===== src/rtl/encoder_pkg.sv =====
// rtl/encoder_pkg.sv - shared constants, FSM state type and rotate helper for the pending encoder
package encoder_pkg;

  localparam int N = 8;
  localparam int W = 3;

  typedef enum logic {
    IDLE    = 1'b0,
    PRESENT = 1'b1
  } state_t;

  // Rotate right by s so that bit s of v lands at bit 0; a lowest-set-bit
  // search on the result is then an upward search starting at s with wrap.
  function automatic logic [7:0] rotate8(input logic [7:0] v, input logic [2:0] s);
    logic [15:0] dbl;
    dbl = {v, v} >> s;
    return dbl[7:0];
  endfunction

endpackage


===== src/rtl/prio_pick8.sv =====
// rtl/prio_pick8.sv - combinational 8-way priority pick searching upward from a start index
//
// Ports:
//   vec    in  8  candidate bits
//   start  in  3  first index to consider; search proceeds upward and wraps 7->0
//   idx    out 3  first set index found (0 when vec is empty)
//   any    out 1  vec has at least one bit set
module prio_pick8
  import encoder_pkg::*;
(
  input  logic [7:0] vec,
  input  logic [2:0] start,
  output logic [2:0] idx,
  output logic       any
);

  logic [7:0] rot;
  logic [2:0] off;

  always_comb begin
    rot = rotate8(vec, start);
    off = '0;
    // Walk downward so the lowest set bit of the rotated vector wins.
    for (int i = 7; i >= 0; i--) begin
      if (rot[i]) off = 3'(i);
    end
    idx = (vec == '0) ? 3'd0 : start + off;
    any = |vec;
  end

endmodule


===== src/rtl/pending_encoder_8to3.sv =====
// rtl/pending_encoder_8to3.sv - captures request rising edges as pending flags and presents them one code at a time
//
// Ports:
//   clk       in   1  clock, rising edge
//   rst_n     in   1  asynchronous active-low reset
//   en        in   1  allows a new presentation to start (capture is never blocked)
//   clr       in   1  synchronous flush of pending/valid/overflow
//   req       in   N  request lines; only 0->1 transitions are captured
//   code      out  W  index being presented
//   valid     out  1  code is valid
//   ready     in   1  consumer accepts code on valid & ready
//   pending   out  N  registered pending flags
//   overflow  out  1  sticky: an edge landed on an already pending bit
module pending_encoder_8to3 #(
  parameter int N       = 8,
  parameter int W       = 3,
  parameter int RR_MODE = 0
) (
  input  logic         clk,
  input  logic         rst_n,
  input  logic         en,
  input  logic         clr,
  input  logic [N-1:0] req,
  output logic [W-1:0] code,
  output logic         valid,
  input  logic         ready,
  output logic [N-1:0] pending,
  output logic         overflow
);

  import encoder_pkg::*;

  state_t       state, state_next;
  logic [N-1:0] req_q;
  logic [N-1:0] rise;
  logic [N-1:0] retire;
  logic [N-1:0] pending_upd;
  logic [N-1:0] pending_next;
  logic [N-1:0] cand;
  logic [W-1:0] code_next;
  logic [W-1:0] rr_ptr, rr_next;
  logic [W-1:0] pick_start;
  logic [W-1:0] pick_idx;
  logic         pick_any;
  logic         overflow_next;
  logic         handshake;

  assign valid = (state == PRESENT);

  prio_pick8 u_pick (
    .vec   (cand),
    .start (pick_start),
    .idx   (pick_idx),
    .any   (pick_any)
  );

  always_comb begin
    rise      = req & ~req_q;
    handshake = (state == PRESENT) && ready;
    retire    = '0;
    if (handshake) retire[code] = 1'b1;

    // Set wins over retire on the same bit, so OR the rise in last.
    pending_upd = (pending & ~retire) | rise;

    // The IDLE pick sees only registered flags (same-cycle edges excluded);
    // a back-to-back pick sees the updated flags minus the bit just retired.
    cand = (state == PRESENT) ? (pending_upd & ~retire) : pending;

    // In round-robin the search after a handshake starts just past the
    // retired code, which is exactly what rr_ptr becomes on that edge.
    if (RR_MODE != 0) begin
      pick_start = (state == PRESENT) ? code + 1'b1 : rr_ptr;
    end else begin
      pick_start = '0;
    end

    pending_next  = clr ? '0 : pending_upd;
    overflow_next = clr ? 1'b0 : (overflow | (|(rise & pending & ~retire)));
    state_next    = state;
    code_next     = code;
    rr_next       = rr_ptr;

    if (clr) begin
      state_next = IDLE;
    end else begin
      case (state)
        IDLE: begin
          if (en && pick_any) begin
            state_next = PRESENT;
            code_next  = pick_idx;
          end
        end
        PRESENT: begin
          if (handshake) begin
            if (RR_MODE != 0) rr_next = code + 1'b1;
            if (en && pick_any) begin
              code_next = pick_idx;
            end else begin
              state_next = IDLE;
            end
          end
        end
        default: state_next = IDLE;
      endcase
    end
  end

  always_ff @(posedge clk or negedge rst_n) begin
    if (!rst_n) begin
      state    <= IDLE;
      req_q    <= '0;
      pending  <= '0;
      code     <= '0;
      rr_ptr   <= '0;
      overflow <= 1'b0;
    end else begin
      state    <= state_next;
      req_q    <= req;
      pending  <= pending_next;
      code     <= code_next;
      rr_ptr   <= rr_next;
      overflow <= overflow_next;
    end
  end

endmodule


===== config.mk =====
export PLATFORM = sky130hd
export DESIGN_NAME = pending_encoder_8to3
export DESIGN_NICKNAME = d
export VERILOG_FILES = /design/src/rtl/encoder_pkg.sv /design/src/rtl/prio_pick8.sv /design/src/rtl/pending_encoder_8to3.sv
export SDC_FILE = /design/constraint.sdc
export NUM_CORES = 1
export LEC_CHECK = 0
export CORE_MARGIN = 3
export CORE_UTILIZATION = 55
export CTS_CLUSTER_DIAMETER = 40
export CTS_CLUSTER_SIZE = 24
export DETAILED_ROUTE_END_ITERATION = 10
export DONT_BUFFER_PORTS = 1
export GPL_TIMING_DRIVEN = 1
export HOLD_SLACK_MARGIN = 0.08
export PLACE_DENSITY_LB_ADDON = 0.25
export SLEW_MARGIN = 10
export SYNTH_ARGS = -nofsm -noshare
export SYNTH_HDL_FRONTEND = slang
export SYNTH_SLANG_ARGS = --single-unit

===== constraint.sdc =====
create_clock -name clk -period 2.2 [get_ports clk]
set_input_delay 0.55 -clock clk [delete_from_list [all_inputs] [get_ports clk]]
set_output_delay 0.55 -clock clk [all_outputs]
set_load 0.05 [all_outputs]

Word level (Yosys, flattened, before mapping)
Cells that the tools add are included.
{ "op_classes": {"n_bitwise": 11, "n_lt_le_gt_ge": 2, "n_reduce_logical": 7, "n_eq_ne": 1, "muxes": 22} }
{ "op_table": {"columns": ["op", "n"], "rows": [
  ["bitwise AND 8 bit", 5],
  ["two-way mux 3 bit", 11],
  ["two-way mux 8 bit", 3],
  ["inverter 8 bit", 2],
  ["OR reduction 8 bit", 2],
  ["logical NOT 8 bit", 1],
  ["OR 8 bit", 1],
  ["case mux 3 bit (2 select lines)", 1],
  ["two-way mux 1 bit", 5],
  ["< comparator 3 x 4 -> 1 bit, second input constant", 1],
  ["demux 1 bit (select 3 bit)", 1],
  ["greater-or-equal comparator 3 x 1 -> 1 bit, second input constant", 1],
  ["logical AND 1 bit", 3],
  ["!= test 2 x 1 -> 1 bit, second input constant", 1],
  ["inverter 1 bit", 2],
  ["case mux 1 bit (2 select lines)", 1],
  ["AND reduction 2 bit", 1],
  ["OR 1 bit", 1]
]} }
{ "word_totals": {"output_inout_bits": 13, "reg_bits": 21} }

Logic depth before layout (Yosys ltp)
Gate-level depths: netlist (run 1).
{ "depth": {"ltp_word": 22, "ltp_mapped": 7} }

By module
Synthesis (run 1) repeated with hierarchy kept, for this count alone.
{ "unflattened": {"cells_unflattened": 172, "area_unflattened_um2": 1546.5} }
{ "by_module_without_submodules": {"columns": ["mod", "n_inst", "cells_per_inst", "area_per_inst_um2", "seq_area_each_um2"], "rows": [
  ["pending_encoder_8to3", 1, 105, 975.9, 525.5],
  ["prio_pick8", 1, 67, 570.5, 0.0]
]} }

Worst setup path after synthesis (run 1)
OpenSTA, ideal clock, no wires.
{ "synth_path": {"path_type": "flip-flop to flip-flop", "start": "reg code[1]", "end": "reg code[0]", "slack_ns": -0.010, "path_stages_with_launch": 8, "t_arrival_ns": 2.085, "setup_ns": 0.125, "t_required_ns": 2.075, "cell_sequence": "dfrtp_1 buf_2 nand4b_1 nor4_1 a21oi_1 nor4_2 nor2_1 mux2_4"} }
{ "synth_between": {"elab_chain_cells": 22} }
{ "synth_lines": {"columns": ["element", "line_no", "source"], "rows": [
  ["start: declaration", "pending_encoder_8to3.sv:24", "output logic [W-1:0] code,"],
  ["start signal: assignment", "pending_encoder_8to3.sv:121", "code <= code_next;"],
  ["< comparator 3 x 4 -> 1 bit (not written as such) / greater-or-equal comparator 3 x 1 -> 1 bit (equally long branches)", "pending_encoder_8to3.sv:61", "if (handshake) retire[code] = 1'b1;"],
  ["logical AND 1 bit (not written as such)", "pending_encoder_8to3.sv:61", null],
  ["two-way mux 1 bit (not written as such)", "pending_encoder_8to3.sv:61", null],
  ["demux 1 bit (select 3 bit) (*)", "pending_encoder_8to3.sv:61", null],
  ["two-way mux 8 bit (*)", "pending_encoder_8to3.sv:61", null],
  ["inverter 8 bit (*)", "pending_encoder_8to3.sv:64, pending_encoder_8to3.sv:68", null],
  ["bitwise AND 8 bit", "pending_encoder_8to3.sv:64", "pending_upd = (pending & ~retire) | rise;"],
  ["OR 8 bit", "pending_encoder_8to3.sv:64", null],
  ["bitwise AND 8 bit (*)", "pending_encoder_8to3.sv:68", "cand = (state == PRESENT) ? (pending_upd & ~retire) : pending;"],
  ["two-way mux 8 bit (*)", "pending_encoder_8to3.sv:68", null],
  ["two-way mux 3 bit (8 in series)", "prio_pick8.sv:25", "if (rot[i]) off = 3'(i);"],
  ["two-way mux 3 bit", "prio_pick8.sv:27", "idx = (vec == '0) ? 3'd0 : start + off;"],
  ["two-way mux 3 bit (*)", "pending_encoder_8to3.sv:89, pending_encoder_8to3.sv:97", null],
  ["two-way mux 3 bit", "pending_encoder_8to3.sv:95", "if (handshake) begin"],
  ["case mux 3 bit (2 select lines) (*)", "pending_encoder_8to3.sv:87", "case (state)"]
]} }
Mark *: on every way between the ends. The rest lies on a longest branch, timed or not. The select of a mux whose other input is x is not followed.
A chain may end at the register's enable or synchronous reset.

Worst setup path after layout (run 1)
{ "layout_path": {"start": "reg code[2]", "end": "reg code[0]"} }
Same word-level chain as after synthesis.

==> results of run 1 <==
worst paths after layout:
| kind | start | endpoint | slack (ps) | cells after the start |
|---|---|---|---|---|
| worst max-delay path | code[2] | code[0] | 100 | 6 |
| worst min-delay path | req[0] | req_q[0] | 270 | 0 |
| worst max register to register | code[2] | code[0] | 100 | 6 |
| worst min register to register | req_q[7] | pending[7] | 560 | 2 |
| max in group asynchronous | rst_n | code[1] | 800 | 1 |
| min in group asynchronous | rst_n | code[0] | 810 | 1 |
stage by stage:
step                util [%]  setup WS (ps)  area (um^2)
floorplan                  -           11.1         1160
global placement        69.3            199         1290
detailed placement      69.3           92.7         1290
CTS                     71.2           60.8         1320
global route            71.4           24.9         1330
finish                  71.4            103         1330
routing by layer:
| layer | GRT usage (%) | part of all wire, % |
|---|---|---|
| met5 | 0 | 0 |
| met4 | 6.55 | 1.4 |
| met3 | 5.16 | 11 |
| met2 | 37.0 | 48 |
| met1 | 33.1 | 40 |
repair_timing:
item | CTS | global route
endpoints found under the hold margin | 21 | 0
endpoints found under the setup margin | 0 | 2
gates resized for setup | 0 | 2
hold buffers | 1 | 0
worst max-delay path, cell delays in order, from the launching register on:
cell and delay (ps):
sky130_fd_sc_hd__dfrtp_2 500, sky130_fd_sc_hd__nand4bb_1 260, sky130_fd_sc_hd__o22ai_1 250, sky130_fd_sc_hd__o21ai_0 240
sky130_fd_sc_hd__nor4_2 320, sky130_fd_sc_hd__nor2_1 120, sky130_fd_sc_hd__mux2_4 300
sequential cells by signal, summed over array words and instances (netlist names):
register,flops
req_q,8
pending,8
code,3
overflow,1
valid,1
report_power, final:
group          switching [W]  internal, W  total (W)
registers          0.0000683     0.000426   0.000495
logic               0.000253     0.000139   0.000392
clock network       0.000110    0.0000706   0.000180
total               0.000431     0.000636    0.00107
Yosys cell counts (all sizes together), types with 2 or more instances:
cell type	n	area, um^2
clkbuf	2	7.51
buf	2	16.3
nor4	4	31.3
o211a	2	20.0
o221ai	2	17.5
o22a	3	26.3
nor2	11	41.3
o22ai	4	25.0
nor2b	4	25.0
nand4b	2	32.5
dfrtp	21	526
or2	2	12.5
a31oi	4	25.0
o21ai	9	45.0
and3b	5	43.8
nand2b	8	50.1
inv	5	18.8
nand2	4	15.0
a21oi	14	70.1
logic make-up after synthesis:
family	count (synthesis)	share of synthesized area (%)
buffers and inverters	9	3.67
AND/OR/NAND/NOR	44	24.3
flip-flops	21	45.4
AO/OA/AOI/OAI	45	25.4
multiplexers	1	1.30
cell type report:
| cell class | instances | share of cell area, % |
|---|---|---|
| Clock buffer | 4 | 1.98 |
| Inverter | 5 | 1.42 |
| Tap cell | 25 | 2.36 |
| Timing Repair Buffer | 17 | 9.81 |
| Sequential cell | 21 | 39.9 |
| Multi-Input combinational cell | 90 | 44.5 |
==> PnR_summary.wiki, run 1 <==
{| class="wikitable"
! Metric !! Value
|-
| Outcome || completed
|-
| # setup viols final || 0
|-
| Number of placed I/O pins || 26
|-
| Number of instances in the synthesized netlist || 120
|-
| Antenna diode count || 0
|-
| Die boundary height || 51.9 um
|-
| Standby leakage power || 0.591 nW
|-
| Clock transition at path regs || 110 ps
|-
| GPL Wtd Cong || 0.938
|-
| Most frequent standard cell in the layout excluding fill and tap cells || sky130_fd_sc_hd__dfrtp_1
|-
| Mapped Nets || 133
|-
| Initial standard-cell utilization of the core || 62.4%
|-
| Critical path arrival || between 2000 and 2500 ps
|-
| Starting DRT DRC Count || between 60 and 70
|-
| Total iterations of the first detailed-routing run || 4
|-
| Vias in the first global route || 1054
|-
| Synthesized area per cell || between 9 and 10 um^2
|-
| Number of synthesized register bits || 21
|-
| GRT Resource Usage Total || 23.7%
|-
| Fin. Hold Viols || 0
|-
| IO Port Bufs || 0
|-
| Count of clock tree sinks || 21
|-
| Number of antenna violations at the first check in global routing || 0
|-
| Wire per inst || 17.5 um
|-
| Required arrival time at the worst endpoint || 2400 ps
|-
| HPWL after detailed placement || between 2000 and 2500 um
|-
| Area Overhead vs Synth || 14.5%
|-
| FF/Latch Area || 529 um^2
|-
| Max cap viols || 0
|-
| Crit path launch type || flip-flop
|-
| Number of enable flip-flop cells after synthesis || 0
|-
| Setup repair after global routing missed its margin || false
|-
| Site row count || 15
|-
| Final-report max-slew violation count || 0
|-
| Number of nets with antenna violations after detailed routing || 0
|-
| Pin count of the biggest net entering global routing || 22
|-
| Number of buffers created by CTS || 3
|-
| Biggest fanout along the worst timing path || 8
|-
| Pwr per Cell Area || a little over 800 nW/um^2
|-
| DR vias || 1056
|-
| Endpoint kind of the worst setup timing path || flip-flop
|-
| Peak supply drop || 0.530 mV
|-
| Nets || 151
|-
| Fillers || ~150
|-
| Hold WC Path Type || in -> reg
|-
| Final period utilization || 95.3%
|-
| Count of placed standard cells in the final layout, fillers left out || 162
|-
| Core Footprint || approximately 1900 um^2
|-
| Total placed cells including tap cells || approximately 160
|-
| Max transition margin || 40.5%
|-
| Die area || 2690 um^2
|-
| Number of H-tree levels || 1
|-
| Count of warnings emitted by yosys || 0
|-
| Post-CTS setup-driven buffer insertion count || 0
|-
| Overall Power || around 0.0011 W
|-
| Number of vias per cell || about 6.5
|-
| Commonest cells after routing, fill and taps aside || sky130_fd_sc_hd__dfrtp_1, sky130_fd_sc_hd__buf_4, sky130_fd_sc_hd__a21oi_1
|-
| Proportion of register bits with asynchronous set or reset after synthesis || 100%
|-
| Insertion delay of the later-clocked pin in the worst-skew pair || about 300 ps
|-
| Global-route wire length before repair || 4770 um
|-
| Die X || between 50 and 60 um
|-
| Category of the critical setup timing path || reg -> reg
|-
| Multi-input gate area || 591 um^2
|-
| Clock period minus worst slack || 2100 ps
|-
| Routed wire length || ~2800 um
|-
| TritonCTS clock tree || done
|-
| CTS root buffer || sky130_fd_sc_hd__clkbuf_4
|-
| Sequential cell area fraction in the yosys report || 45.4%
|-
| Layout cell share with drive strength beyond 1 || about a fifth
|-
| Count of unique library cells instantiated by Yosys || 34
|-
| Most used flip-flop cell after synthesis || sky130_fd_sc_hd__dfrtp_1
|-
| Worst Skew || 4.49 ps
|-
| Final hold slack || 265 ps
|-
| Number of design rule violations left after detail routing || 0
|-
| Max frequency || around 480 MHz
|-
| Sum Neg Setup Slack || 0 ps
|-
| GR Overflow Total || 0
|-
| Slew of the pin with the lowest slew margin || around 890 ps
|-
| Maximum number of buffers from clock root to sink || 2
|-
| Area of the mapped netlist || 1160 um^2
|}
Power figures use the tool's default switching activity.
==> inputs of run 2 (changes only) <==
--- a/config.mk
+++ b/config.mk
@@ -5,7 +5,7 @@
 export SDC_FILE = /design/constraint.sdc
 export NUM_CORES = 1
 export LEC_CHECK = 0
-export CORE_MARGIN = 3
+export CORE_MARGIN = 8
 export CORE_UTILIZATION = 55
 export CTS_CLUSTER_DIAMETER = 40
 export CTS_CLUSTER_SIZE = 24
==> constraint.sdc (replaced) <==
create_clock -name clk -period 2.2 [get_ports clk]
set_input_delay 0.22 -clock clk [delete_from_list [all_inputs] [get_ports clk]]
set_output_delay 0.22 -clock clk [all_outputs]
set_load 0.05 [all_outputs]
==> PnR_summary.wiki, run 2 (synthesis results as in run 1) <==
{| class="wikitable"
! Metric !! Value
|-
| Outcome || completed (unchanged)
|-
| Slew of the pin with the lowest slew margin || 934 ps (was 890 ps)
|-
| Area Overhead vs Synth || 24.2% (was 14.5%)
|-
| Number of placed I/O pins || 26 (unchanged)
|-
| Standby leakage power || 0.646 nW (was 0.591 nW)
|-
| Final Instance Area || 1440 um^2 (was 1330 um^2)
|-
| Die X || 61.9 um (was 51.9 um)
|-
| Final period utilization || 94.1% (was 95.3%)
|-
| Max transition margin || 37.5% (was 40.5%)
|-
| Max cap viols || 0 (unchanged)
|-
| Max frequency || 483 MHz (was 477 MHz)
|-
| Peak supply drop || 0.543 mV (was 0.530 mV)
|-
| Number of cells upsized or downsized after cts || 0 (unchanged)
|-
| Vias in the first global route || 1099 (was 1054)
|-
| Clock period minus worst slack || 2070 ps (was 2100 ps)
|-
| Wire per inst || 17.3 um (was 17.5 um)
|-
| GPL Wtd Cong || 0.869 (was 0.938)
|-
| Category of the critical setup timing path || reg -> reg (unchanged)
|-
| Maximum number of buffers from clock root to sink || 2 (unchanged)
|-
| Number of design rule violations left after detail routing || 0 (unchanged)
|-
| Required arrival time at the worst endpoint || 2400 ps (about the same)
|-
| Starting DRT DRC Count || 25 (was 66)
|-
| Routed wire length || 3050 um (was 2840 um)
|-
| Endpoint kind of the worst setup timing path || flip-flop (unchanged)
|-
| Initial standard-cell utilization of the core || 58.5% (was 62.4%)
|-
| Layout cell share with drive strength beyond 1 || 19.5% (was 20.4%)
|-
| Final-report max-slew violation count || 0 (unchanged)
|-
| Worst Skew || 7.28 ps (was 4.49 ps)
|-
| Worst Setup Slack, final || 129 ps (was 103 ps)
|-
| Commonest cells after routing, fill and taps aside || sky130_fd_sc_hd__dfrtp_1, sky130_fd_sc_hd__buf_4, sky130_fd_sc_hd__a21oi_1 (unchanged)
|-
| Die boundary height || 61.9 um (was 51.9 um)
|-
| Most frequent standard cell in the layout excluding fill and tap cells || sky130_fd_sc_hd__dfrtp_1 (unchanged)
|-
| Total placed instance area || 1310 um^2 (was 1290 um^2)
|-
| Pin count of the biggest net entering global routing || 22 (unchanged)
|-
| Hold WC Path Type || in -> reg (unchanged)
|-
| Site row count || 16 (was 15)
|-
| Core Footprint || 1980 um^2 (was 1860 um^2)
|-
| Setup repair after global routing missed its margin || false (unchanged)
|-
| Insertion delay of the later-clocked pin in the worst-skew pair || 310 ps (was 300 ps)
|-
| TritonCTS clock tree || done (unchanged)
|-
| CTS root buffer || sky130_fd_sc_hd__clkbuf_4 (unchanged)
|-
| Antenna diode count || 0 (unchanged)
|-
| # setup viols final || 0 (unchanged)
|-
| IO Port Bufs || 0 (unchanged)
|-
| DR vias || 1078 (was 1056)
|-
| Number of buffers created by CTS || 3 (unchanged)
|-
| Pwr per Cell Area || 776 nW/um^2 (was 805 nW/um^2)
|-
| Number of nets with antenna violations after detailed routing || 0 (unchanged)
|-
| Critical path arrival || 2270 ps (was 2290 ps)
|-
| Number of vias per cell || 6.13 (was 6.52)
|-
| Clock transition at path regs || 110 ps (about the same)
|-
| Global-route wire length before repair || 5050 um (was 4770 um)
|-
| Die area || 3830 um^2 (was 2690 um^2)
|-
| Crit path launch type || flip-flop (unchanged)
|-
| Pre-CTS setup slack || 174 ps (was 92.7 ps)
|-
| Biggest fanout along the worst timing path || 7 (was 8)
|-
| Number of H-tree levels || 1 (unchanged)
|-
| Registers with the most flip-flops || pending (8), req_q (8), code (3) (unchanged)
|-
| Number of antenna violations at the first check in global routing || 0 (unchanged)
|-
| Fin. Hold Viols || 0 (unchanged)
|-
| Sum Neg Setup Slack || 0 ps (unchanged)
|-
| Nets || 163 (was 151)
|-
| Count of clock tree sinks || 21 (unchanged)
|-
| GRT Resource Usage Total || 18.3% (was 23.7%)
|-
| HPWL after detailed placement || 2310 um (was 2130 um)
|-
| Overall Power || 0.00112 W (was 0.00107 W)
|-
| GR Overflow Total || 0 (unchanged)
|-
| Total iterations of the first detailed-routing run || 4 (unchanged)
|}
==> run 2: changes by cell type in the layout (fill, tap and decap cells not counted), sizes merged <==
cell	delta
dlygate4sd3	+9
buf	+3
==> run 2: worst max-delay path: stages (launching register included) <==
cell,delay (ps)
sky130_fd_sc_hd__dfrtp_1,450
sky130_fd_sc_hd__buf_4,180
sky130_fd_sc_hd__and3b_1,170
sky130_fd_sc_hd__o22ai_1,210
sky130_fd_sc_hd__o21ai_0,240
sky130_fd_sc_hd__nor4_2,300
sky130_fd_sc_hd__nor2_1,120
sky130_fd_sc_hd__mux2_4,300
==> run 2: through the flow <==
step / instances / utilization [%] / hold slack, ps
after floorplan: 120 / - / -75.6
after global placement: 162 / 66.2 / -75.0
after detailed placement: 162 / 66.2 / -75.0
after CTS: 176 / 72.6 / 81.1
after global routing: 176 / 72.6 / 87.7
final: 176 / 72.6 / 77.9
==> run 2: cell type report <==
| cell class | count | area, um^2 |
|---|---|---|
| timing repair buffer | 29 | 243 |
| sequential | 21 | 527 |
| multi-input combinational | 90 | 591 |
| clock buffer | 4 | 26.3 |
| tap | 27 | 33.8 |
| inverter | 5 | 18.8 |
| fill | 149 | 543 |
==> run 2: power by group <==
part / switching, W / internal, W / leakage [nW]
registers: 0.0000567 / 0.000425 / 0.258
clock network: 0.000116 / 0.0000709 / 0.0150
logic: 0.000273 / 0.000174 / 0.373
total: 0.000445 / 0.000671 / 0.646
==> run 2: final timing paths <==
check,start,to,slack [ps],cells after the start
min in group asynchronous,rst_n,pending[2],480,1
worst max-delay path,valid,code[0],130,7
worst min register to register,req_q[5],pending[5],540,2
worst min-delay path,en,valid,80,2
worst max register to register,valid,code[0],130,7
max in group asynchronous,rst_n,code[1],1080,1
==> run 2: what timing repair did <==
item,in CTS,in global routing
endpoints found under the setup margin,0,0
hold endpoints to repair,39,0
hold buffers,10,0
buffers inserted,0,0
==> run 2: routing by layer <==
layer / part of all wire, % / up-vias / global-route usage, %
met2: 47 / 45 / 29.4
met3: 9.2 / 7 / 6.17
met4: 2.1 / 0 / 9.42
met1: 42 / 514 / 21.2
met5: 0 / - / 0
li1: - / 512 / -
